[src/rtl/instr_fetch_stage.sv]
// Instruction fetch stage: program counter, next-PC selection, IF/ID pipeline
// register, decoded instruction fields and a saturating redirect counter.
module instr_fetch_stage #(
  parameter logic [31:0] RESET_PC = 32'h0000_0000
) (
  input  logic        clk,
  input  logic        rst,
  input  logic        stall,
  input  logic        branch_taken,
  input  logic [31:0] branch_target,
  input  logic        jump,
  input  logic [25:0] jump_index,
  output logic [31:0] imem_addr,
  input  logic [31:0] imem_rdata,
  output logic [31:0] pc,
  output logic        id_valid,
  output logic [31:0] id_instr,
  output logic [31:0] id_pc4,
  output logic [5:0]  opcode,
  output logic [5:0]  funct,
  output logic [4:0]  rs,
  output logic [4:0]  rt,
  output logic [4:0]  rd,
  output logic [4:0]  shamt,
  output logic [15:0] imm,
  output logic [25:0] jidx,
  output logic [15:0] redirect_count
);

  logic        redirect;
  logic [31:0] pc_plus4;
  logic [31:0] next_pc;

  assign redirect = jump | branch_taken;
  assign pc_plus4 = pc + 32'd4;

  // Jump beats branch, and any redirect beats a stall.
  always_comb begin
    next_pc = pc_plus4;
    if (jump)
      next_pc = {id_pc4[31:28], jump_index, 2'b00};
    else if (branch_taken)
      next_pc = branch_target;
    else if (stall)
      next_pc = pc;
  end

  always_ff @(posedge clk) begin
    if (rst)
      pc <= RESET_PC;
    else
      pc <= next_pc;
  end

  // A redirect discards the word fetched on the wrong path.
  always_ff @(posedge clk) begin
    if (rst || redirect) begin
      id_valid <= 1'b0;
      id_instr <= 32'h0000_0000;
      id_pc4   <= 32'h0000_0000;
    end else if (!stall) begin
      id_valid <= 1'b1;
      id_instr <= imem_rdata;
      id_pc4   <= pc_plus4;
    end
  end

  always_ff @(posedge clk) begin
    if (rst)
      redirect_count <= 16'h0000;
    else if (redirect && (redirect_count != 16'hFFFF))
      redirect_count <= redirect_count + 16'd1;
  end

  assign imem_addr = pc;

  // Fields read as zero whenever IF/ID holds a bubble.
  assign opcode = id_valid ? id_instr[31:26] : 6'd0;
  assign funct  = id_valid ? id_instr[5:0]   : 6'd0;
  assign rs     = id_valid ? id_instr[25:21] : 5'd0;
  assign rt     = id_valid ? id_instr[20:16] : 5'd0;
  assign rd     = id_valid ? id_instr[15:11] : 5'd0;
  assign shamt  = id_valid ? id_instr[10:6]  : 5'd0;
  assign imm    = id_valid ? id_instr[15:0]  : 16'd0;
  assign jidx   = id_valid ? id_instr[25:0]  : 26'd0;

endmodule

[config.mk]
export PLATFORM = sky130hd
export DESIGN_NAME = instr_fetch_stage
export DESIGN_NICKNAME = d
export VERILOG_FILES = /design/src/rtl/instr_fetch_stage.sv
export SDC_FILE = /design/constraint.sdc
export NUM_CORES = 1
export LEC_CHECK = 0
export BUFFER_PORTS_ARGS = -buffer_cell sky130_fd_sc_hd__buf_4
export CORE_MARGIN = 8
export CORE_UTILIZATION = 50
export CTS_CLUSTER_DIAMETER = 50
export DETAILED_ROUTE_END_ITERATION = 10
export PLACE_DENSITY = 0.87
export SLEW_MARGIN = 10
export SYNTH_ARGS = -nofsm -noshare
export SYNTH_HDL_FRONTEND = slang
export SYNTH_SLANG_ARGS = --single-unit
[constraint.sdc]
create_clock -name clk -period 6.4 [get_ports clk]
set_input_delay 0.64 -clock clk [delete_from_list [all_inputs] [get_ports clk]]
set_output_delay 0.64 -clock clk [all_outputs]
set_load 0.03 [all_outputs]
==> run_results.csv <==
group,metric,value,unit
run_status,run_status,"finished, final reports clean",
clocking,ctsHoldBuffers,0,
detailed_routing,ant_nets,0,
worst_setup_path,cp_max_fo,42,
sta,rsz0062_at_grt,"false",
clocking,clk_path_buf_depth,2,
worst_setup_path,cp.required,6.70,ns
clocking,clk_pin_slew,0.05,ns
yosys,synth-async-reset-ratio,0,%
yosys,yosysTopAreaCellShare,36.3,%
floorplanning,die_h,128,um
yosys,synth_adder_area_share,0.401,%
pwr,seqPwrFrac,37.8,%
layout,nets,1064,
floorplanning,die-area,0.0163,mm^2
layout,final_cells,1147,
place,gp_congestion,0.882,
pwr,power_frac_clock,46.2,%
sta,layout_min_cycle_time,2.88,ns
yosys,synth_warnings,0,
worst_setup_path,startpoint,"jump",
yosys,synthTopCellsByArea,"dfxtp_1 (36%), buf_4 (9.1%), mux2i_1 (6.4%), nor2_1 (5.4%), a21oi_1 (3.8%)",
sta,setup_viol,0,
pwr,p_switching,567,uW
pwr,leakage,3.88,nW
hold_path,hold_end,"id_instr[16]$_SDFFE_PP0N_",
worst_setup_path,worst_setup_path_start_kind,"primary input",
place,post-place-ws,3.24,ns
detailed_routing,viasPerCell,5.71,
clocking,cts_sinks,113,
grt,grt_max_degree,64,
clocking,clkLatencyLatePin,0.41,ns
worst_setup_path,worst-setup-path-type,"primary input to register",
detailed_routing,totalWireLength,23300,um
detailed_routing,vias,6550,
sta,holdWs,0.463,ns
sta,tightest_slew,1.14,ns
hold_path,hp-start,"imem_rdata[16]",
clocking,post_cts_buffers,0,
yosys,synthXorXnorAreaFrac,5.62,%
floorplanning,rows,40,
clocking,numCtsBuffers,17,
pwr,p_int,1.48,mW
clocking,tritoncts,"yes",
worst_setup_path,rrSetupSlack,3.76,ns
hold_path,min_path_type,"primary input to register",
yosys,synth_top_family_by_area,"simple AND/OR/NAND/NOR gates",
sta,fmax,348,MHz
worst_setup_path,timing.rr.end,"imem_addr[26]$_SDFFE_PP0P_",
floorplanning,ios,314,
detailed_routing,dr.pass1.iters,5,
yosys,synth_edf_count,0,
floorplanning,start_util,51.5,%
pwr,power_frac_comb,16.1,%
yosys,ys.flop_type,"dfxtp_1",
yosys,synth_area_leader_cell,"dfxtp_1",
grt,track_usage,26.9,%
sta,finalHoldViolations,0,
yosys,synth.distinct_cells,59,
sta,drv_slew,0,
yosys,muxShareOfSynthArea,6.42,%
yosys,yosys.area_share.simple,23.5,%
job,maxCapViolCount,0,
clocking,htree_levels,4,
sta,min_period_over_period,45.0,%
yosys,synth.most_common_cell,"dfxtp_1",
yosys,ys_seq_elements,113,
clocking,cts-root-buf,"clkbuf_16",
sta,slew_headroom,24.1,%
place,place_hpwl,17000,um
yosys,syn_avg_cell_area,8.23,um^2
pwr,power_per_cell_area,237,mW/mm^2
pwr,peakVddDrop,0.196,mV
place,io_buffers,313,
worst_setup_path,cp-end-kind,"register",
grt,grt_pass1_wl,34800,um
yosys,synthesis.nets,855,
yosys,synth_area,0.00624,mm^2
worst_setup_path,reg2reg_depth,5,
grt,antenna_found_initial,0,
hold_path,holdPathStages,3,
layout,antenna_cells,0,
detailed_routing,drcViolationCount,0,
yosys,netlist_instances,758,
grt,grt_overflow,0,
pwr,switching_share,27.7,%
yosys,ys_top_cells_by_count,"dfxtp_1 (113), nor2_1 (90), buf_4 (76)",
worst_setup_path,cp.arrival,3.18,ns
clocking,cts_resized,0,
layout,final_layout_size_suffix_gt1_share,36.6,%
yosys,synth_compound_area_share,15.1,%
sta,layout_setup_ws,3.52,ns
worst_setup_path,r2r-start,"imem_addr[2]$_SDFFE_PP0P_",
floorplanning,dieWidth,128,um
sta,skew,0.00827,ns
layout,syn_to_final_growth,38.5,%
yosys,seq_area_frac_synth,36.3,%
sta,setup_tns,0,ns
detailed_routing,drt_iter0_markers,615,
grt,grt_pass1_vias,6193,
place,numPlacedInstances,1116,
floorplanning,core,0.0121,mm^2
detailed_routing,wire_per_inst,20.3,um
==> worst max-delay path, cell delays in order <==
cell and delay, ns:
buf_4 0.38, clkinv_1 0.81, a21oi_1 0.78, nand2_1 0.09, or3_1 0.31, and3_1 0.14
==> cell usage in the layout, fill, tap and decap left out, types with 3 or more instances in the layout <==
master     instances
nand4_1           20
dfxtp_1          113
nand2_1           38
xor2_1            14
o21ai_0           33
a211oi_1          11
xnor2_1           26
o22ai_1           11
o211ai_1           5
and4_1             5
nor4_1            17
or4_1              3
inv_1              5
buf_4            315
nor2b_1            3
and2_1            34
o21a_1             5
a22oi_1            7
clkinv_2           5
nor3b_1            3
mux2i_1           40
a21oi_1           47
a211o_1            3
clkbuf_16         17
bufinv_16          3
or2_2              3
nand3_1           16
nor2_1            89
nor3_1            25
a31oi_1            4
or3_1              5
o31ai_1            3
and3_1             6
==> logic make-up (layout without fill, tap and decap cells) <==
family / count (synthesis) / in the layout
AND/OR/NAND/NOR: 281 / 281
AO/OA/AOI/OAI: 150 / 150
buffers and inverters: 132 / 353
flip-flops: 113 / 113
XOR/XNOR: 40 / 40
multiplexers: 40 / 40
adder cells (fa/ha/maj): 2 / 2
==> sequential cells by signal, summed over array words and instances, names as in the netlist, named ones only <==
signal / cells
id_instr: 32
id_valid: 1
redirect_count: 16
imem_addr: 30
id_pc4: 32
==> through the flow <==
step | power (mW) | util [%] | instance area, um^2
floorplan | 0.983 | - | 6240
global placement | 1.10 | 66.4 | 8050
detailed placement | 1.11 | 66.4 | 8050
CTS | 2.05 | 71.3 | 8630
global route | 2.11 | 71.3 | 8640
finish | 2.05 | 71.3 | 8640
==> layer usage <==
metal	track usage (%)	routed length, um	vias up
met5	0	0	-
met4	7.90	427	0
met3	9.61	2570	32
met2	44.4	11400	402
met1	32.2	8930	3091
li1	-	-	3025
==> power by group through the flow <==
stage | combinational [mW] | sequential (mW) | clock (mW)
after floorplan | 0.166 | 0.817 | 0
after global placement | 0.319 | 0.785 | 0
after detailed placement | 0.324 | 0.787 | 0
after CTS | 0.326 | 0.772 | 0.953
after global routing | 0.346 | 0.777 | 0.991
final | 0.329 | 0.774 | 0.945
==> layout make-up <==
class | count | area, um^2
sequential | 113 | 2260
fill | 983 | 3470
inverter | 7 | 26.3
tap | 168 | 210
clock inverter | 11 | 139
clock buffer | 20 | 447
timing repair buffer | 315 | 2360
multi-input combinational | 513 | 3190
==> worst max-delay path by stage <==
stage	depth (start not counted)	slack (ns)	endpoint
2_1_floorplan	7	4.06	imem_addr[18]$_SDFFE_PP0P_
3_3_place_gp	6	3.33	imem_addr[22]$_SDFFE_PP0P_
3_5_place_dp	6	3.24	imem_addr[22]$_SDFFE_PP0P_
4_1_cts	6	3.67	imem_addr[22]$_SDFFE_PP0P_
5_1_grt	6	3.45	imem_addr[22]$_SDFFE_PP0P_
6_report	6	3.52	imem_addr[22]$_SDFFE_PP0P_
(Power assumes the default switching activity.)
